File: src/rtl/stream_fifo.sv
// Synchronous FIFO with registered pointers, occupancy count, almost flags and sticky errors.
// Define STREAM_FIFO_FWFT_EN for first-word-fall-through output; default is 1-cycle read latency.
module stream_fifo #(
   parameter int unsigned DATA_WIDTH = 32,
   parameter int unsigned DEPTH      = 8,
   parameter int unsigned AF_LEVEL   = 6,
   parameter int unsigned AE_LEVEL   = 1
) (
   input  logic                    clk_in,
   input  logic                    rst_in,
   input  logic                    clear,
   input  logic                    enq,
   input  logic [DATA_WIDTH-1:0]   enq_data,
   output logic                    full,
   output logic                    almost_full,
   input  logic                    deq,
   output logic [DATA_WIDTH-1:0]   data_out,
   output logic                    valid_out,
   output logic                    empty,
   output logic                    almost_empty,
   output logic [$clog2(DEPTH):0]  count,
   output logic                    overflow,
   output logic                    underflow
);

   localparam int unsigned AW = $clog2(DEPTH);

   logic [AW:0]           wr_ptr_q, wr_ptr_d, rd_ptr_q, rd_ptr_d;
   logic                  overflow_q, overflow_d, underflow_q, underflow_d;
   logic                  wr_en, rd_en;
   logic [DATA_WIDTH-1:0] mem [DEPTH];

   // Status is decoded purely from registered pointers.
   assign empty        = (wr_ptr_q == rd_ptr_q);
   assign full         = (wr_ptr_q[AW-1:0] == rd_ptr_q[AW-1:0]) && (wr_ptr_q[AW] != rd_ptr_q[AW]);
   assign count        = wr_ptr_q - rd_ptr_q;
   assign almost_full  = (32'(count) >= AF_LEVEL);
   assign almost_empty = (32'(count) <= AE_LEVEL);
   assign overflow     = overflow_q;
   assign underflow    = underflow_q;

   always_comb begin
      wr_en       = enq && !full && !clear;
      rd_en       = deq && !empty && !clear;
      wr_ptr_d    = wr_ptr_q;
      rd_ptr_d    = rd_ptr_q;
      overflow_d  = overflow_q;
      underflow_d = underflow_q;
      if (clear) begin
         wr_ptr_d    = '0;
         rd_ptr_d    = '0;
         overflow_d  = 1'b0;
         underflow_d = 1'b0;
      end else begin
         if (wr_en)         wr_ptr_d    = wr_ptr_q + 1'b1;
         if (rd_en)         rd_ptr_d    = rd_ptr_q + 1'b1;
         if (enq && full)   overflow_d  = 1'b1;
         if (deq && empty)  underflow_d = 1'b1;
      end
   end

   always_ff @(posedge clk_in or posedge rst_in) begin
      if (rst_in) begin
         wr_ptr_q    <= '0;
         rd_ptr_q    <= '0;
         overflow_q  <= 1'b0;
         underflow_q <= 1'b0;
      end else begin
         wr_ptr_q    <= wr_ptr_d;
         rd_ptr_q    <= rd_ptr_d;
         overflow_q  <= overflow_d;
         underflow_q <= underflow_d;
      end
   end

   // Storage is deliberately left unreset.
   always_ff @(posedge clk_in) begin
      if (wr_en) mem[wr_ptr_q[AW-1:0]] <= enq_data;
   end

`ifdef STREAM_FIFO_FWFT_EN
   assign data_out  = mem[rd_ptr_q[AW-1:0]];
   assign valid_out = !empty;
`else
   logic [DATA_WIDTH-1:0] data_q;
   logic                  valid_q;

   always_ff @(posedge clk_in or posedge rst_in) begin
      if (rst_in) begin
         data_q  <= '0;
         valid_q <= 1'b0;
      end else begin
         valid_q <= rd_en;
         if (rd_en) data_q <= mem[rd_ptr_q[AW-1:0]];
      end
   end

   assign data_out  = data_q;
   assign valid_out = valid_q;
`endif

endmodule

File: config.mk
export PLATFORM = sky130hd
export DESIGN_NAME = stream_fifo
export DESIGN_NICKNAME = d
export VERILOG_FILES = /design/src/rtl/stream_fifo.sv
export SDC_FILE = /design/constraint.sdc
export NUM_CORES = 1
export LEC_CHECK = 0
export CORE_ASPECT_RATIO = 1.2
export CORE_MARGIN = 2
export CORE_UTILIZATION = 35
export DETAILED_ROUTE_END_ITERATION = 6
export GPL_ROUTABILITY_DRIVEN = 0
export PLACE_DENSITY = 0.61
export REMOVE_ABC_BUFFERS = 1
export SLEW_MARGIN = 15
export SYNTH_ARGS = -nofsm -noshare
export SYNTH_HDL_FRONTEND = slang
export SYNTH_SLANG_ARGS = --single-unit
File: constraint.sdc
create_clock -name clk_in -period 5.37 [get_ports clk_in]
set_clock_uncertainty 0.1 [all_clocks]
set_input_delay 0.537 -clock clk_in [delete_from_list [all_inputs] [get_ports clk_in]]
set_output_delay 0.537 -clock clk_in [all_outputs]
set_load 0.005 [all_outputs]
==> results of run 1 <==
-- cell type report --
cell class | instances | area (sq um) | area share
diodes | 1 | 2.50 | 0.000181
inverters | 10 | 37.5 | 0.00271
flip-flops and latches | 299 | 8770 | 0.633
well taps | 407 | 509 | 0.0367
clock inverters | 20 | 214 | 0.0154
clock buffers | 36 | 805 | 0.0581
repair buffers | 89 | 922 | 0.0665
multi-input cells | 223 | 2600 | 0.187
-- cell families (layout without fill, tap and decap cells) --
group / count (synthesis) / count (layout)
AO/OA/AOI/OAI: 45 / 45
XOR/XNOR: 9 / 9
adder cells (fa/ha/maj): 6 / 6
buffers and inverters: 36 / 155
flip-flops: 299 / 299
multiplexers: 98 / 98
other: 0 / 1
AND/OR/NAND/NOR: 65 / 65
-- power breakdown --
part	switching [mW]	leakage [nW]	internal [mW]
Combinational	0.428	1.14	0.578
Clock	0.845	0.500	1.26
Sequential	0.0885	2.86	2.68
Total	1.36	4.49	4.52
-- sequential cells by signal (all words and copies together) (netlist names) --
signal     cells
mem          256
data_out      32
rd_ptr_q       4
wr_ptr_q       4
overflow       1
underflow      1
valid_out      1
-- layer usage --
| metal | up-vias | routed length [um] | GRT usage |
|---|---|---|---|
| met5 | - | 0 | 0 |
| met4 | 0 | 335 | 0.0321 |
| met3 | 31 | 1110 | 0.0261 |
| met2 | 126 | 10700 | 0.217 |
| met1 | 2744 | 9290 | 0.168 |
| li1 | 2426 | - | - |
-- Yosys cell counts (4+ instances only) --
master / count / share of area
buf_6: 10 / 0.0098
nand2_1: 35 / 0.011
mux2i_1: 34 / 0.030
o21ai_1: 16 / 0.0069
mux4_2: 64 / 0.13
clkbuf_1: 6 / 0.0020
edfxtp_1: 256 / 0.67
xor2_1: 4 / 0.0030
nor2_1: 20 / 0.0065
o211ai_1: 4 / 0.0026
buf_2: 7 / 0.0030
o21ai_2: 17 / 0.013
inv_1: 10 / 0.0033
ha_1: 5 / 0.0054
dfrtp_1: 43 / 0.093
-- cells in the final DEF (no fill, tap or decap), types with 4 or more instances in the layout --
cell             count
inv_1                9
clkinv_2             5
clkbuf_16           31
mux2i_1             34
xor2_1               4
o211ai_1             4
clkdlybuf4s50_1     79
clkinv_1             7
clkbuf_1             4
o21ai_2             17
edfxtp_1           256
nor2_4               6
dfrtp_1             40
ha_1                 5
o21ai_1             16
bufinv_16            4
nand2_1             35
buf_4                6
nor2_1              14
mux4_2              64
-- worst reg2reg max path: cells and delay by family (launching register included) --
family | cells | cell delay [ns]
simple gates | 3 | 1.72
fa+ha+maj | 1 | 0.35
compound gates | 1 | 0.21
buf+inv | 2 | 0.72
flops | 1 | 0.34
-- worst paths after layout --
| check | start | endpoint | slack (ns) | depth (start not counted) |
|---|---|---|---|---|
| min | data_out[9] | data_out[9] | 0.37 | 2 |
| min in group asynchronous | rst_in | data_out[12] | 0.38 | 3 |
| max reg2reg | rd_ptr_q[2] | mem[5][22] | 1.53 | 7 |
| min reg2reg | data_out[9] | data_out[9] | 0.37 | 2 |
| max | rd_ptr_q[2] | mem[5][22] | 1.53 | 7 |
| max in group asynchronous | rst_in | rd_ptr_q[1] | 4.31 | 3 |
-- metrics by stage --
| stage | setup slack, ns | setup TNS, ns | cell area (sq um) | std cells | power [mW] |
|---|---|---|---|---|---|
| after global routing | 1.24 | 0 | 13900 | 1084 | 6.16 |
| after global placement | 1.52 | 0 | 12800 | 1025 | 3.85 |
| after floorplan | -1.33 | -172.07 | 11300 | 532 | 3.38 |
| final | 1.53 | 0 | 13900 | 1085 | 5.89 |
| after detailed placement | 1.42 | 0 | 12800 | 1025 | 3.86 |
| after CTS | 1.40 | 0 | 13800 | 1081 | 5.97 |
==> flow_summary.yaml, run 1 <==
status:
  outcome: "finished clean"
logic_synthesis:
  synth_top_family_by_area: "multiplexers"
  yosysWarningCount: 0
  synthesis.area_per_instance_sq_um: 20.7
  ys_seq_area_frac: 0.760
  synth-compound-area-share: 0.0268
  post_synth_fa_ha_maj_area_fraction: 0.00716
  synth_xor_xnor_area_share: 0.00814
  muxShareOfSynthArea: 0.155
  netlist_area_before_placement_sq_um: 11500
  synth_ff_type: "edfxtp_1"
  synth.ff_latch_count: 299
  synth_enable_flop_cells: 256
  synthSimpleGateAreaFrac: 0.0230
  asyncSetResetFlopFracSynth: 0.144
  synthCells: 558
  yosysUniqueCellTypes: 31
floorplanning:
  floorplan.io_pins: 80
  initial_utilization: 0.356
  die-height_um: 203
  floorplan.core_area_sq_um: 32300
  fp.dieArea_sq_um: 34400
  fp-row-count: 72
  dieWidth_um: 170
timing:
  timing.slew.headroom: 0.237
  clock.fmax_mhz: 261
  timing.final.max_slew_violations: 0
  timing.final.hold_violations: 0
  timing.final.crit_period_ns: 3.84
  fin_hold_ws_ns: 0.374
  period_share: 0.714
  setup_repair_after_global_routing_missed_its_margin: "no"
  setup_violations: 0
  worst_slew_pin_slew_ns: 1.14
setup_path:
  critical_path.max_stage_delay_ns: 0.91
  cp_slowest_cell: "nor2_4"
  path_cells: "buf_4, inv_1, ha_1, nand3_1, o21ai_1, or3_1, nor2_4"
  timing_worst_setup_path_type: "flop to flop"
  timing.critical_path.required_ns: 5.42
  critPathLaunchType: "flop"
  timing.critical_path.max_delay_family: "simple AND/OR/NAND/NOR gates"
  cp_data_arrival_time_ns: 3.88
  crit_path_end_kind: "flop"
  cp_max_fo: 34
  crit_buf_inv: 2
pwr:
  irDropWorstVdd_mv: 0.204
  power_per_cell_area_nw_per_um2: 425
  power.static_leakage_nw: 4.49
drt:
  detail_route.wl_per_cell_um: 19.8
  total_iterations_of_the_first_detailed_routing_run: 4
  route.detailed.drc: 0
  vias: 5327
  routed_via_density: 4.91
  postRouteAntennaNets: 0
  first_iter_violations: 393
  routed_wirelength_um: 21500
grt:
  number_of_antenna_violations_at_the_first_check_in_global_routing: 1
  grt_max_degree: 69
  grt_util_all_layers: 0.127
  final_global_route_overflow_total: 0
  grt_pass1_vias: 5934
  global_route_wire_length_before_repair_um: 34000
clock_network:
  cts_root_buffer: "clkbuf_16"
  cts.hold.buffers_added: 0
  cts_made_buffers: 30
  clock_latency_ns: 0.54
  cts.repair_timing.setup_buffer_count: 0
  tritoncts_num_sinks: 299
  cts-htree-levels: 1
  post_cts_resize_count: 0
  clkTransAtPathRegs_ns: 0.06
  cts.path.max_buffers: 3
  clock_tree_from_tritoncts: "done"
run:
  drv.max_cap_violation_count: 0
finish:
  layout.filler_cells: 2744
  syn_to_final_growth_pct: 20.2
  drive_gt1_frac: 0.223
  finalCoreUtilization: 0.429
  num-nets-final: 696
placed_design:
  detailedPlacementHpwl_um: 12300
  buffer_ports.inserted: 79
min_path:
  holdCritPathClass: "flop to flop"
Power figures use the tool's default switching activity.
==> inputs of run 2 (changes only) <==
--- a/config.mk
+++ b/config.mk
@@ -10,7 +10,7 @@
 export CORE_UTILIZATION = 35
 export DETAILED_ROUTE_END_ITERATION = 6
 export GPL_ROUTABILITY_DRIVEN = 0
-export PLACE_DENSITY = 0.61
+export PLACE_DENSITY = 0.63
 export REMOVE_ABC_BUFFERS = 1
 export SLEW_MARGIN = 15
 export SYNTH_ARGS = -nofsm -noshare
==> constraint.sdc (replaced) <==
create_clock -name clk_in -period 3.3 [get_ports clk_in]
set_clock_uncertainty 0.1 [all_clocks]
set_input_delay 0.33 -clock clk_in [delete_from_list [all_inputs] [get_ports clk_in]]
set_output_delay 0.33 -clock clk_in [all_outputs]
set_load 0.005 [all_outputs]
==> run 2 against run 1 <==
  * Clock power rose by 57%
  * Utilization rose by 0.070 points
  * Combinational power rose by 67%
  * Sequential share of layout area decreased by 0.10 points
  * Final cell count grew 1.0%
  * Critical path type is now flop to output port
==> flow_summary.yaml, run 2 (synthesized netlist as in run 1, its figures left out) <==
grt:
  grt_pass1_vias: 5755
  grt_util_all_layers: 0.129
  final_global_route_overflow_total: 0
  grt_max_degree: 68
  number_of_antenna_violations_at_the_first_check_in_global_routing: 1
  global_route_wire_length_before_repair_um: 33900
floorplanning:
  initial_utilization: 0.356
  floorplan.core_area_sq_um: 32300
  dieWidth_um: 170
  fp.dieArea_sq_um: 34400
  fp-row-count: 72
  floorplan.io_pins: 80
  die-height_um: 203
clock_network:
  cts_made_buffers: 29
  cts-htree-levels: 1
  cts.path.max_buffers: 3
  post_cts_resize_count: 0
  clock_latency_ns: 0.55
  clkTransAtPathRegs_ns: 0.07
  cts.hold.buffers_added: 0
  cts_root_buffer: "clkbuf_16"
  cts.repair_timing.setup_buffer_count: 0
  clock_tree_from_tritoncts: "done"
  tritoncts_num_sinks: 299
finish:
  commonest_cells_after_routing_fill_and_taps_aside: "edfxtp_1, clkdlybuf4s50_1, mux4_2"
  num-nets-final: 709
  syn_to_final_growth_pct: 20.4
  number_of_flip_flops_in_the_largest_register: 256
  drive_gt1_frac: 0.239
  final_common_cell: "edfxtp_1"
  antennaDiodeCount: 0
placed_design:
  buffer_ports.inserted: 79
  detailedPlacementHpwl_um: 13200
setup_path:
  cp_slowest_cell: "dfrtp_1"
  critPathLaunchType: "flop"
  critical_path.max_stage_delay_ns: 0.54
  path_cells: "inv_1, fa_1, xnor2_1, nand2_1, o21ai_0, clkdlybuf4s50_1"
  source_of_the_critical_timing_path: "wr_ptr_q[1]"
  cp_max_fo: 9
  cp_data_arrival_time_ns: 2.66
  regToRegStartpoint: "wr_ptr_q[2]"
  timing.critical_path.required_ns: 2.87
  crit_path_end_kind: "output port"
  timing_worst_setup_path_type: "flop to output port"
drt:
  wl_met1_um: 9270
  routed_via_density: 4.90
  detailroute.wirelength.met3_um: 1340
  first_iter_violations: 395
  postRouteAntennaNets: 0
  detail_route.wl_per_cell_um: 19.8
  routed_wirelength_um: 21700
  highest_metal_layer_with_signal_wires: "met5"
  wl_met2_um: 10800
  route.detailed.drc: 0
  total_iterations_of_the_first_detailed_routing_run: 4
  vias: 5372
min_path:
  holdCritPathClass: "input port to async pin"
pwr:
  irDropWorstVdd_mv: 0.377
  report.power.total_mw: 9.51
  power_per_cell_area_nw_per_um2: 685
  power.static_leakage_nw: 4.53
timing:
  setup_violations: 0
  period_share: 0.936
  timing.final.max_slew_violations: 0
  clock.fmax_mhz: 324
  worst_slew_pin_slew_ns: 0.953
  timing.final.crit_period_ns: 3.09
  finalSetupTns_ns: 0
  timing.final.hold_violations: 0
  timing.slew.headroom: 0.364
  setup_repair_after_global_routing_missed_its_margin: "no"
run:
  drv.max_cap_violation_count: 0
status:
  outcome: "finished clean"
## run 2: cell types whose count changed in the layout (fill, tap and decap cells not counted), sizes merged
cell | before | now
clkinvlp | 0 | 1
diode | 1 | 0
clkinv | 16 | 11
buf | 10 | 24
clkbuf | 36 | 35
inv | 10 | 13
## run 2: layout make-up
type,instances,area (sq um)
Fill cell,2762,18500
Sequential cell,299,8770
Multi-Input combinational cell,223,2600
Timing Repair Buffer,103,996
Clock buffer,35,758
Tap cell,407,509
Clock inverter,19,211
Inverter,10,37.5
## run 2: through the flow
stage / std cells / utilization / hold WS (ns) / instance area, sq um / setup slack, ns
after floorplan: 532 / - / 0.296 / 11300 / -3.40
after global placement: 1042 / 0.399 / 0.360 / 12900 / 0.634
after detailed placement: 1042 / 0.399 / 0.364 / 12900 / 0.585
after CTS: 1096 / 0.429 / 0.0638 / 13900 / 0.200
after global routing: 1096 / 0.429 / 0.0876 / 13900 / 0.00439
final: 1096 / 0.429 / 0.0510 / 13900 / 0.210
## run 2: path summary, 6_finish.rpt
| path | to | slack (ns) | cells after the start |
|---|---|---|---|
| max | almost_full | 0.21 | 6 |
| min | data_out[20] | 0.05 | 2 |
| max reg2reg | mem[1][31] | 0.51 | 7 |
| min reg2reg | data_out[30] | 0.38 | 2 |
| max in group asynchronous | data_out[5] | 2.42 | 3 |
| min in group clk_in | data_out[30] | 0.38 | 2 |
## run 2: layer usage
metal / vias to the layer above / track usage
li1: 2445 / -
met1: 2772 / 0.170
met2: 126 / 0.217
met3: 27 / 0.0294
met4: 2 / 0.0290
met5: - / 0
## run 2: power breakdown
| part | total [mW] | leakage, nW | switching [mW] | internal [mW] |
|---|---|---|---|---|
| registers | 4.50 | 2.86 | 0.136 | 4.37 |
| logic | 1.69 | 1.20 | 0.729 | 0.965 |
| clock network | 3.31 | 0.475 | 1.35 | 1.96 |
| total | 9.51 | 4.53 | 2.22 | 7.29 |
## run 2: critical path: cells and delay by family (launching register included)
kind | cells | cell delay [ns]
AOI/OAI and AO/OA | 1 | 0.09
xor gates and xnor gates | 1 | 0.28
adders and majority gates | 1 | 0.45
buffers and inverters | 2 | 0.67
DFF | 1 | 0.54
and+or+nand+nor | 1 | 0.08
